File: config.mk
export PLATFORM = sky130hd
export DESIGN_NAME = aes_gf16_mul_serial
export DESIGN_NICKNAME = d
export VERILOG_FILES = /design/src/rtl/aes_gf16_mul_serial.sv
export SDC_FILE = /design/constraint.sdc
export NUM_CORES = 1
export LEC_CHECK = 0
export ABC_AREA = 1
export ABC_CLOCK_PERIOD_IN_PS = 1800
export BUFFER_PORTS_ARGS = -buffer_cell sky130_fd_sc_hd__buf_4
export CELL_PAD_IN_SITES_DETAIL_PLACEMENT = 0
export CELL_PAD_IN_SITES_GLOBAL_PLACEMENT = 1
export CORE_MARGIN = 3
export CORE_UTILIZATION = 28
export DETAILED_ROUTE_END_ITERATION = 8
export MAX_ROUTING_LAYER = met4
export PLACE_DENSITY = 0.71
export SLEW_MARGIN = 40
export SYNTH_ARGS = -nofsm -noshare
export SYNTH_HDL_FRONTEND = slang
export SYNTH_SLANG_ARGS = --single-unit
export TNS_END_PERCENT = 1
File: constraint.sdc
create_clock -name clk_i -period 1.8 [get_ports clk_i]
set_clock_uncertainty 0.1 [all_clocks]
set_input_delay 0.09 -clock clk_i [delete_from_list [all_inputs] [get_ports clk_i]]
set_output_delay 0.09 -clock clk_i [all_outputs]
set_load 0.05 [all_outputs]
File: src/rtl/aes_gf16_mul_serial.sv
// Bit-serial GF(2^4) multiplier (field polynomial x^4 + MOD_POLY), MSB-first
// shift-and-add over 4 cycles, valid/ready on both sides.
// Optional macro AES_GF16_MUL_BACK2BACK_EN: accept the next operand pair in the
// same DONE cycle the product is taken, skipping IDLE.
module aes_gf16_mul_serial #(
  localparam int unsigned NW = 4,
  parameter logic [NW-1:0] MOD_POLY = 4'b0011
) (
  input  logic          clk_i,
  input  logic          rst_i,
  input  logic          in_valid_i,
  output logic          in_ready_o,
  input  logic [NW-1:0] operand_a_i,
  input  logic [NW-1:0] operand_b_i,
  output logic          out_valid_o,
  input  logic          out_ready_i,
  output logic [NW-1:0] product_o,
  output logic          busy_o
);

  localparam int unsigned CW = 2;

  typedef enum logic [1:0] {
    IDLE = 2'd0,
    BUSY = 2'd1,
    DONE = 2'd2
  } state_t;

  state_t          state_q, state_d;
  logic [NW-1:0]   a_q, b_q, acc_q;
  logic [CW-1:0]   cnt_q;
  logic [NW-1:0]   acc_step;
  logic            in_hs;

  logic            valid_q, valid_d;
  logic            busy_q, busy_d;
  logic [NW-1:0]   product_q, product_d;

  // Multiply by x modulo the field polynomial
  function automatic logic [NW-1:0] xt(input logic [NW-1:0] v);
    return {v[NW-2:0], 1'b0} ^ (v[NW-1] ? MOD_POLY : NW'(0));
  endfunction

  // One Horner step: shift accumulator, add multiplicand when the b bit is set
  assign acc_step = xt(acc_q) ^ (b_q[cnt_q] ? a_q : NW'(0));

`ifdef AES_GF16_MUL_BACK2BACK_EN
  // Ready also in DONE while downstream takes the product
  assign in_ready_o = (state_q == IDLE) || ((state_q == DONE) && out_ready_i);
`else
  logic ready_q, ready_d;
  assign in_ready_o = ready_q;
`endif

  assign in_hs       = in_valid_i && in_ready_o;
  assign out_valid_o = valid_q;
  assign busy_o      = busy_q;
  assign product_o   = product_q;

  // State register
  always_ff @(posedge clk_i) begin
    if (rst_i) state_q <= IDLE;
    else       state_q <= state_d;
  end

  // Next-state logic
  always_comb begin
    state_d = state_q;
    case (state_q)
      IDLE:    if (in_hs) state_d = BUSY;
      BUSY:    if (cnt_q == CW'(0)) state_d = DONE;
      DONE:    if (out_ready_i) state_d = in_hs ? BUSY : IDLE;
      default: state_d = IDLE;
    endcase
  end

  // Next values of the registered outputs, decoded from the next state
  always_comb begin
    valid_d   = (state_d == DONE);
    busy_d    = (state_d == BUSY);
    product_d = NW'(0);
    if (state_d == DONE) begin
      product_d = (state_q == BUSY) ? acc_step : product_q;
    end
`ifndef AES_GF16_MUL_BACK2BACK_EN
    ready_d = (state_d == IDLE);
`endif
  end

  // Output registers
  always_ff @(posedge clk_i) begin
    if (rst_i) begin
      valid_q   <= 1'b0;
      busy_q    <= 1'b0;
      product_q <= NW'(0);
`ifndef AES_GF16_MUL_BACK2BACK_EN
      ready_q   <= 1'b1;
`endif
    end else begin
      valid_q   <= valid_d;
      busy_q    <= busy_d;
      product_q <= product_d;
`ifndef AES_GF16_MUL_BACK2BACK_EN
      ready_q   <= ready_d;
`endif
    end
  end

  // Operand capture and serial accumulate
  always_ff @(posedge clk_i) begin
    if (rst_i) begin
      a_q   <= NW'(0);
      b_q   <= NW'(0);
      acc_q <= NW'(0);
      cnt_q <= CW'(0);
    end else if (in_hs) begin
      a_q   <= operand_a_i;
      b_q   <= operand_b_i;
      acc_q <= NW'(0);
      cnt_q <= CW'(3);
    end else if (state_q == BUSY) begin
      acc_q <= acc_step;
      cnt_q <= cnt_q - CW'(1);
    end
  end

endmodule

**Word-level counts from Yosys, hierarchy flattened**

Index checks and enable logic that the tools add are counted.

- Register bits: 23
- Input port bits: 12
- Output and inout bits: 7
- Word-level logic and storage cells: 36

- $add $sub $neg: 1
- Magnitude comparators: 1
- Eq/ne operators: 4
- Multiplexer cells: 11
- Bitwise operators: 3
- Reductions and logical operators: 7

Operator list:

| cell | number |
|---|---|
| $mux W2 | 6 |
| $logic_not A2 Y1 | 3 |
| $pmux W2 S3 | 1 |
| $eq A2 B1 Y1 const B | 2 |
| $eq A2 B2 Y1 const B | 2 |
| $mux W4 | 1 |
| $reduce_or A2 Y1 | 2 |
| $xor A4 B2 Y4 | 1 |
| $xor A4 B4 Y4 | 1 |
| $lt A2 B3 Y1 const B | 1 |
| $bmux W1 S2 | 1 |
| $mux W1 | 2 |
| $reduce_bool A2 Y1 | 1 |
| $sub A2 B1 Y2 const B | 1 |
| $logic_and A1 B1 Y1 | 1 |
| $not A1 Y1 | 1 |

**Logic depth before layout (Yosys ltp)**

Gate-level depths: netlist (run 1).

- Word-level depth: 7
- Depth in mapped cells: 7
- Gate-level depth less buffers: 7

**Worst setup path after synthesis (run 1)**

OpenSTA, ideal clock, no wires.

- Kind: flip-flop to flip-flop
- Start point: reg ready_q, in the netlist in_ready_o
- End point: reg a_q[0]
- Library setup time: 0.116 ns
- Arrival time: 1.145 ns
- Required time: 1.584 ns
- Setup slack: 0.440 ns
- Stages on the path, launching flop included: 5
- Buffers on the path: 1
- Period minus slack after synthesis: 1.360 ns
- Cell sequence: dfxtp_1 > nand2_1 > clkbuf_1 > o21ai_0 > nor2_1

- Cells in the longest elaborated chain, start to end: 1

RTL lines:

| what | line | text |
|---|---|---|
| from (decl) | 51 | `logic ready_q, ready_d;` |
| from (signal assigned) | 104 | `ready_q <= ready_d;` |
| $logic_and A1 B1 Y1 | 55 | `assign in_hs = in_valid_i && in_ready_o;` |
| to (signal assigned) | 117 | `a_q <= operand_a_i;` |
| to (decl) | 30 | `logic [NW-1:0] a_q, b_q, acc_q;` |

No other way between the ends.
A chain may end at the register's enable or synchronous reset.

**Worst setup path in the final report (run 1)**

- Start point: reg cnt_q[0]
- End point: reg ready_q, in the netlist in_ready_o

- Cells in the longest elaborated chain, start to end: 4

RTL lines:

| what | line | text |
|---|---|---|
| from (decl) | 31 | `logic [CW-1:0] cnt_q;` |
| from (signal assigned) | 123 | `cnt_q <= cnt_q - CW'(1);` |
| $logic_not A2 Y1 | 71 | `BUSY: if (cnt_q == CW'(0)) state_d = DONE;` |
| $mux W2 | 71 |  |
| $pmux W2 S3 | 69 | `case (state_q)` |
| $logic_not A2 Y1 | 86 | `ready_d = (state_d == IDLE);` |

No other way between the ends.

==> summary.md, run 1 <==
| Metric | Value |
|---|---|
| Port bufs | `18` |
| TritonRoute pass-1 iters | `4` |
| Post-CTS Hold Fix Bufs | `9` |
| Leakage | `0.528 nW` |
| Ys Warns | `0` |
| Commonest cells in the netlist | `23 x dfxtp_1, 22 x nand2_1, 20 x nor2_1` |
| Diode count | `0` |
| Final hold violation count | `0` |
| IO Pins | `19` |
| Max-slew violation count | `0` |
| Synth Instances | `122` |
| Initial Utilization | `0.299` |
| Dpl ws | `474 ps` |
| Setup-failing EPs final | `0` |
| Die area | `4040 um2` |
| Avg Cell Area, Syn | `7.60 um2` |
| Peak VDD IR | `0.000532 V` |
| Post-synth EDFFs | `0` |
| WL final | `1.93 mm` |
| Outcome | `finished, final reports clean` |
| Synth area leaders | `dfxtp_1 50%, nand2_1 8.9%, nor2_1 8.1%` |
| Fillcell total | `343` |
| Core Region | `3100 um2` |
| Fmax | `0.747 GHz` |
| CTS resizes | `0` |
| Avg WL per Cell | `9.79 um` |
| Hold Crit Class | `in2reg` |
| Crit path kind | `reg2reg` |
| CTS clk-pin slew, worst paths | `130 ps` |
| Num rows | `20` |
| Power per cell area | `869 nW/um2` |
| Via count | `856` |
| Clock buffer depth | `2` |
| Die H | `63.5 um` |
| Root buf cell | `clkbuf_4` |
| Worst slew margin | `0.840` |
| CTS sink cnt | `23` |
| Via density per instance | `4.35` |
| Ys async rst share | `0` |
| Final WS setup | `462 ps` |
| Multi-input logic area | `410 um2` |
| Seq/Total Area, Yosys | `0.497` |
| Num CTS Buffers | `3` |
| Most used DFF post-synth | `dfxtp_1` |
| Data required time of the worst path | `1920 ps` |
| Top cell type's share of synthesized area | `0.497` |
| Post-CTS setup buffers | `0` |
| Worst skew pair latency | `310 ps` |
| RSZ-0062 raised after global routing | `false` |
| Tcrit/Tclk final | `0.743` |
| Die width | `63.5 um` |
| Initial antenna violation count | `0` |
| Synth Cell Area | `927 um2` |
| H-tree levels | `1` |
| Share of cells above drive strength 1 | `0.196` |
| Worst-path maximum fanout | `4` |
| Distinct cells, synth | `19` |
| Most frequent cell after synthesis | `dfxtp_1` |
| GP Congestion | `0.797` |
| Residual DRC | `0` |
| Yosys reg bits | `23` |
| Setup TNS | `0 ps` |
| Crit path launch type | `register` |
| Total GRT Usage | `0.105` |
| Total grt overflow | `0` |
| Post-detail-place hpwl | `1.47 mm` |
| Reg area | `460 um2` |
| Crit end category | `register` |
| Vias in the first global route | `747` |
| Crit path time final | `1340 ps` |
| Largest net degree at the start of global routing | `14` |
| Mapped Nets | `135` |
| Max-cap viol count | `0` |
| First-pass GRT wire length | `3.28 mm` |
| Drt first-iter violations | `27` |
| Slowest-stage cell, CP | `dfxtp_1` |
| CTS tree | `done` |
| Cell taking the most area after synthesis | `dfxtp_1` |
| Synth-to-Final Area Change | `33.6%` |
| Total Nets Final | `167` |
| Worst path cell trace | `inv_2, ha_1, nand2_1, o21ai_1, o22ai_1, and2_1, nor2_1` |
| CP arrival | `1460 ps` |
| Worst slew pin tran | `239 ps` |
| Post-DRT Antenna Nets | `0` |
| Max incr delay on CP | `390 ps` |
==> where the power goes <==
| group | total (W) | switching [W] | internal (W) |
|---|---|---|---|
| Combinational | 0.000261 | 0.000162 | 0.0000990 |
| Sequential | 0.000583 | 0.0000300 | 0.000553 |
| Clock | 0.000232 | 0.000149 | 0.0000830 |
==> cell usage in the layout (no fill, tap or decap) <==
cell type,Yosys,final
nor2_4,1,1
ha_1,1,1
inv_1,11,11
nand3_1,8,8
dlygate4sd3_1,0,9
nor2_1,20,20
o21ai_1,1,1
dfxtp_1,23,23
inv_2,2,2
buf_4,0,19
nand3_4,1,1
o21ai_0,9,9
nand4_1,4,4
a21oi_1,11,11
nand3_2,1,1
clkinv_2,0,1
nand2_2,2,2
and2_1,2,2
o22ai_1,1,1
clkbuf_4,0,3
nand2_1,22,22
clkinv_1,1,1
==> logic make-up after synthesis <==
family,after synthesis,share of synthesized area
DFF,23,0.497
AOI/OAI and AO/OA,22,0.120
and+or+nand+nor,61,0.309
buffers and inverters,15,0.0607
adders and majority gates,1,0.0135
==> critical path, delay by kind of cell (launching register included) <==
kind	cells	cell delay, ps
AO/OA/AOI/OAI	2	220
adder cells (fa/ha/maj)	1	210
buffers and inverters	1	80
flip-flops	1	390
AND/OR/NAND/NOR	3	260
==> per-stage QoR <==
stage | std cells | utilization | hold slack [ps] | total power, W | area, um2
after floorplan | 122 | - | 59.1 | 0.000766 | 927
after global placement | 184 | 0.361 | 188 | 0.000839 | 1120
after detailed placement | 184 | 0.361 | 191 | 0.000844 | 1120
after CTS | 197 | 0.399 | 87.0 | 0.00109 | 1240
after global routing | 197 | 0.399 | 139 | 0.00114 | 1240
final | 197 | 0.399 | 87.8 | 0.00108 | 1240
==> path summary, 6_finish.rpt <==
kind                startpoint           end  slack, ps  cells past startpoint
setup reg to reg      cnt_q[0]    in_ready_o        460                      7
hold reg to reg   product_o[1]  product_o[1]        380                      2
hold / removal     out_ready_i  product_o[1]         90                      4
setup / recovery      cnt_q[0]    in_ready_o        460                      7
==> per-layer routing <==
metal / part of all wire / vias up / GRT usage / routed length (um)
met5: 0 / - / - / 0
met4: 0.0067 / 0 / 0.0162 / 13
met3: 0.058 / 2 / 0.0374 / 111
met2: 0.43 / 30 / 0.159 / 823
met1: 0.51 / 367 / 0.136 / 980
li1: - / 457 / - / -
==> flip-flops by register name, summed over array words and instances, names as in the netlist <==
signal,cells
state_q,2
cnt_q,2
a_q,4
acc_q,4
in_ready_o,1
out_valid_o,1
b_q,4
busy_o,1
product_o,4
==> cell type report <==
cell class / count / share of cell area
clock inverters: 1 / 0.00404
clock buffers: 3 / 0.0182
multi-input cells: 84 / 0.331
flip-flops and latches: 23 / 0.372
well taps: 44 / 0.0444
repair buffers: 28 / 0.188
inverters: 14 / 0.0424
Power figures use the tool's default switching activity.
==> run 2, diff against run 1 <==
ABC_CLOCK_PERIOD_IN_PS = 1200   (was 1800)
PLACE_DENSITY = 0.73   (was 0.71)
clock period = 1.2 ns   (was 1.8 ns; I/O delays follow)
==> run 2 against run 1 <==
Net effect:
- the flow now finishes with violations (negative setup slack)
- clock power rose by 52%
- sequential power increased by 51%
- combinational power increased by 95%
- largest power group unchanged
==> summary.md, run 2 (same netlist as run 1, synthesis figures left out) <==
| Metric | Value |
|---|---|
| Failing checks | `negative setup slack` |
| Initial antenna violation count | `0 (unchanged)` |
| Via density per instance | `4.31 (was 4.35)` |
| Crit end category | `register (unchanged)` |
| GP Congestion | `0.724 (was 0.797)` |
| RSZ-0062 raised after global routing | `true (was false)` |
| Outcome | `finished with violations (was finished, final reports clean)` |
| Sw power | `0.000568 W (was 0.000341 W)` |
| Crit path kind | `reg2reg (unchanged)` |
| Num CTS Buffers | `3 (unchanged)` |
| WL final | `1.97 mm (was 1.93 mm)` |
| Vias in the first global route | `813 (was 747)` |
| Final WS setup | `-23.9 ps (was 462 ps)` |
| Fmax | `0.817 GHz (was 0.747 GHz)` |
| Total grt overflow | `0 (unchanged)` |
| Hold Crit Class | `in2reg (unchanged)` |
| Sw frac | `0.326 (was 0.317)` |
| Setup TNS | `-23.9 ps (was 0 ps)` |
| Post-detail-place hpwl | `1.47 mm (about the same)` |
| Total GRT Usage | `0.109 (was 0.105)` |
| Peak VDD IR | `0.000580 V (was 0.000532 V)` |
| Total Nets Final | `173 (was 167)` |
| Data required time of the worst path | `1350 ps (was 1920 ps)` |
| Post-DRT Antenna Nets | `0 (unchanged)` |
| Drt first-iter violations | `17 (was 27)` |
| Worst slew margin | `0.847 (was 0.840)` |
| Max-slew violation count | `0 (unchanged)` |
| Die area | `4040 um2 (unchanged)` |
| Max-cap viol count | `0 (unchanged)` |
| Crit path time final | `1220 ps (was 1340 ps)` |
| Worst R2R Start | `cnt_q[0] (unchanged)` |
| Worst-path maximum fanout | `4 (unchanged)` |
| Clock power frac | `0.202 (was 0.216)` |
| Power per cell area | `1250 nW/um2 (was 869 nW/um2)` |
| Port bufs | `18 (unchanged)` |
| Most common cell after layout, fill and taps aside | `buf_4 (was dfxtp_1)` |
| Leakage | `0.569 nW (was 0.528 nW)` |
| Fillcell total | `333 (was 343)` |
| Worst slew pin tran | `229 ps (was 239 ps)` |
| IO Pins | `19 (unchanged)` |
| Final hold violation count | `0 (unchanged)` |
| Flop pwr share | `0.506 (was 0.542)` |
| Num rows | `20 (unchanged)` |
| Core Region | `3100 um2 (unchanged)` |
| Tcrit/Tclk final | `1.02 (was 0.743)` |
| TritonRoute pass-1 iters | `4 (unchanged)` |
| Most frequent cells in the layout | `23 x buf_4, 20 x nor2_1, 19 x dfxtp_1, 16 x nand2_1 (was 23 x dfxtp_1, 22 x nand2_1, 20 x nor2_1, 19 x buf_4)` |
| H-tree levels | `1 (unchanged)` |
| CTS sink cnt | `23 (unchanged)` |
| Synth-to-Final Area Change | `50.2% (was 33.6%)` |
| Hold path start | `in_valid_i (was out_ready_i)` |
| CP arrival | `1380 ps (was 1460 ps)` |
| Crit path launch type | `register (unchanged)` |
| Combinational share of power | `0.293 (was 0.242)` |
| Root buf cell | `clkbuf_4 (unchanged)` |
| Internal Pwr Total | `0.00118 W (was 0.000735 W)` |
| Setup-failing EPs final | `1 (was 0)` |
| Clock buffer depth | `2 (unchanged)` |
| Residual DRC | `0 (unchanged)` |
| Worst skew pair latency | `310 ps (about the same)` |
| Dpl ws | `-86.1 ps (was 474 ps)` |
| Diode count | `0 (unchanged)` |
| CTS tree | `done (unchanged)` |
| Die H | `63.5 um (unchanged)` |
| CTS clk-pin slew, worst paths | `120 ps (was 130 ps)` |
| Critical Path Start | `cnt_q[0] (unchanged)` |
| First-pass GRT wire length | `3.48 mm (was 3.28 mm)` |
| Via count | `874 (was 856)` |
| Share of cells above drive strength 1 | `0.358 (was 0.196)` |
| Avg WL per Cell | `9.70 um (was 9.79 um)` |
| Initial Utilization | `0.299 (unchanged)` |
| Largest net degree at the start of global routing | `14 (unchanged)` |
| Die width | `63.5 um (unchanged)` |
run 2: cell count changes in the layout (fill, tap and decap cells not counted), moves of 2 or more:
cell	previous run	this run
dfxtp_1	23	19
buf_4	19	23
a21oi_2	0	4
nand3_4	1	3
a21oi_1	11	7
nand2_2	2	8
nand3_1	8	5
nand2_1	22	16
dfxtp_2	0	4
run 2: worst paths after layout:
kind,to,slack (ps),cells past startpoint
max,in_ready_o,-20,7
max reg2reg,in_ready_o,-20,7
min,busy_o,90,4
min reg2reg,product_o[3],370,2
run 2: worst max-delay path, cell delays in order (launching register included):
cell	delay (ps)
dfxtp_2	340
inv_2	100
ha_4	160
nand2_2	50
o21ai_2	70
o22ai_2	110
and2_1	160
nor2_1	80
run 2: power groups by stage:
stage | registers (W) | clock network (W) | logic, W
after floorplan | 0.000935 | 0 | 0.000215
after global placement | 0.000888 | 0 | 0.000392
after detailed placement | 0.000891 | 0 | 0.000402
after CTS | 0.000878 | 0.000368 | 0.000484
after global routing | 0.000892 | 0.000393 | 0.000563
final | 0.000881 | 0.000352 | 0.000510
run 2: metrics by stage:
stage | utilization | hold slack [ps] | instance area (um2) | total power (W) | std cells
after global placement | 0.369 | 157 | 1140 | 0.00128 | 187
after CTS | 0.431 | 109 | 1340 | 0.00173 | 203
final | 0.449 | 94.0 | 1390 | 0.00174 | 203
after floorplan | - | 29.1 | 928 | 0.00115 | 122
after global routing | 0.449 | 100 | 1390 | 0.00185 | 203
after detailed placement | 0.369 | 156 | 1140 | 0.00129 | 187
run 2: timing repair:
| item | in CTS | in global routing |
|---|---|---|
| buffers inserted | 2 | 0 |
| endpoints found under the setup margin | 12 | 15 |
| hold buffers | 10 | 0 |
| gates resized for setup | 10 | 15 |
| endpoints found under the hold margin | 16 | 0 |
| pin swaps | 7 | 6 |
run 2: area by class of cell:
type                       instances  area, um2  area share
clock inverter                     1       5.00     0.00359
inverter                          14       58.8      0.0422
tap                               44       55.1      0.0395
clock buffer                       3       22.5      0.0162
sequential                        23        465       0.334
timing repair buffer              34        293       0.210
multi-input combinational         84        493       0.354
run 2: layer usage:
metal / up-vias / track usage / wire (um)
met5: - / - / 0
met4: 0 / 0.0162 / 10
met3: 2 / 0.0463 / 110
met2: 18 / 0.169 / 868
met1: 387 / 0.133 / 978
li1: 467 / - / -
==> run 3, diff against run 2 <==
CELL_PAD_IN_SITES_DETAIL_PLACEMENT = 1   (was 0)
==> run 3 against run 2 <==
Net effect:
- highest routed layer unchanged
- register-to-register slack got worse by 40 ps
- the flow still finishes with violations (negative setup slack)
- sequential cell count unchanged
- maximum frequency decreased by 2.9%
- via count increased by 4.2%
- global-route usage increased by 2.8 points
- largest power group unchanged
==> summary.md, run 3 (same netlist as run 1, synthesis figures left out) <==
| Metric | Value |
|---|---|
| Post-DRT Antenna Nets | `0 (unchanged)` |
| Setup-failing EPs final | `9 (was 1)` |
| GP Congestion | `0.724 (unchanged)` |
| CTS clk-pin slew, worst paths | `130 ps (was 120 ps)` |
| Total GRT Usage | `0.137 (was 0.109)` |
| Die area | `4040 um2 (unchanged)` |
| Failing checks | `negative setup slack (unchanged)` |
| Largest net degree at the start of global routing | `14 (unchanged)` |
| Core Region | `3100 um2 (unchanged)` |
| Avg WL per Cell | `12.7 um (was 9.70 um)` |
| Worst slew pin tran | `279 ps (was 229 ps)` |
| Crit path time final | `1260 ps (was 1220 ps)` |
| WL final | `2.57 mm (was 1.97 mm)` |
| Clock buffer depth | `2 (unchanged)` |
| Die H | `63.5 um (unchanged)` |
| Die width | `63.5 um (unchanged)` |
| Power per cell area | `1260 nW/um2 (was 1250 nW/um2)` |
| Via density per instance | `4.51 (was 4.31)` |
| Reg area | `468 um2 (was 465 um2)` |
| Leakage | `0.571 nW (was 0.569 nW)` |
| CTS tree | `done (unchanged)` |
| Final hold violation count | `0 (unchanged)` |
| Root buf cell | `clkbuf_4 (unchanged)` |
| Peak VDD IR | `0.000602 V (was 0.000580 V)` |
| Data required time of the worst path | `1350 ps (about the same)` |
| Fmax | `0.793 GHz (was 0.817 GHz)` |
| Tcrit/Tclk final | `1.05 (was 1.02)` |
| Max-slew violation count | `0 (unchanged)` |
| Crit end category | `register (unchanged)` |
| IO Pins | `19 (unchanged)` |
| Total Nets Final | `172 (was 173)` |
| H-tree levels | `1 (unchanged)` |
| Design area | `1420 um2 (was 1390 um2)` |
| Max-cap viol count | `0 (unchanged)` |
| Vias in the first global route | `938 (was 813)` |
| Dpl ws | `-133 ps (was -86.1 ps)` |
| Multi-input logic area | `536 um2 (was 493 um2)` |
| Port bufs | `18 (unchanged)` |
| Most common cell after layout, fill and taps aside | `buf_4 (unchanged)` |
| Diode count | `0 (unchanged)` |
| Via count | `911 (was 874)` |
| Setup TNS | `-309 ps (was -23.9 ps)` |
| Synth-to-Final Area Change | `53.0% (was 50.2%)` |
| First-pass GRT wire length | `4.13 mm (was 3.48 mm)` |
| Num rows | `20 (unchanged)` |
| Residual DRC | `0 (unchanged)` |
| CP arrival | `1420 ps (was 1380 ps)` |
| Worst slew margin | `0.814 (was 0.847)` |
| Num CTS Buffers | `3 (unchanged)` |
| Placement Cell Area | `1140 um2 (unchanged)` |
| Most frequent cells in the layout | `23 x buf_4, 20 x nor2_1, 19 x dfxtp_1, 14 x nand2_1 (was 23 x buf_4, 20 x nor2_1, 19 x dfxtp_1, 16 x nand2_1)` |
| R2R setup slack | `-60 ps (was -20 ps)` |
| Fillcell total | `392 (was 333)` |
| Post-detail-place hpwl | `1.67 mm (was 1.47 mm)` |
| Crit path kind | `reg2reg (unchanged)` |
| Initial Utilization | `0.299 (unchanged)` |
| Share of cells above drive strength 1 | `0.405 (was 0.358)` |
| Initial antenna violation count | `0 (unchanged)` |
| Outcome | `finished with violations (unchanged)` |
| Total grt overflow | `0 (unchanged)` |
| Crit path launch type | `register (unchanged)` |
| Worst skew pair latency | `320 ps (was 310 ps)` |
| Worst-path maximum fanout | `8 (was 4)` |
| TritonRoute pass-1 iters | `4 (unchanged)` |
| Final WS setup | `-60.8 ps (was -23.9 ps)` |
| Hold Crit Class | `in2reg (unchanged)` |
| CTS sink cnt | `23 (unchanged)` |
| Drt first-iter violations | `23 (was 17)` |
| Total Power | `0.00179 W (was 0.00174 W)` |
| RSZ-0062 raised after global routing | `true (unchanged)` |
==> run 3: path summary, 6_finish.rpt <==
| path | from | endpoint | cells past startpoint |
|---|---|---|---|
| max | cnt_q[0] | acc_q[1] | 7 |
| min | out_ready_i | product_o[1] | 4 |
| max reg2reg | cnt_q[0] | acc_q[1] | 7 |
| min reg2reg | product_o[3] | product_o[3] | 2 |
==> run 3: layer usage <==
layer | track usage | part of all wire
met1 | 0.158 | 0.43
met2 | 0.226 | 0.51
met3 | 0.0232 | 0.032
met4 | 0.0728 | 0.020
met5 | - | 0
==> run 3: power by group <==
group | total [W] | leakage [nW] | internal (W) | switching (W)
Combinational | 0.000534 | 0.364 | 0.000219 | 0.000315
Clock | 0.000364 | 0.0177 | 0.000125 | 0.000239
Sequential | 0.000892 | 0.190 | 0.000835 | 0.0000564
Total | 0.00179 | 0.571 | 0.00118 | 0.000611
==> run 3: metrics by stage <==
| stage | cells | util | hold WS (ps) |
|---|---|---|---|
| 6_report | 202 | 0.457 | 21.6 |
| 4_1_cts | 200 | 0.426 | 31.9 |
| 3_3_place_gp | 187 | 0.369 | 157 |
| 3_5_place_dp | 187 | 0.369 | 163 |
| 2_1_floorplan | 122 | - | 29.1 |
| 5_1_grt | 202 | 0.457 | 17.4 |
==> run 3: layout make-up <==
class / instances / area share
timing repair buffer: 33 / 0.193
clock buffer: 3 / 0.0159
tap: 44 / 0.0388
multi-input combinational: 84 / 0.377
sequential: 23 / 0.330
clock inverter: 1 / 0.00353
inverter: 14 / 0.0414
==> run 3: worst max-delay path, stage by stage (launching register included) <==
cell and delay, ps:
dfxtp_4 390, buf_6 110, nand2_2 60, nand3_4 130
nand3_2 90, nand2_2 90, nand3_4 80, a21oi_1 140
==> run 3: timing repair <==
action / CTS / global route
endpoints found under the setup margin: 13 / 23
pin swaps: 7 / 13
endpoints found under the hold margin: 12 / 0
gates resized for setup: 15 / 22
setup buffers: 0 / 2
hold buffers: 9 / 0
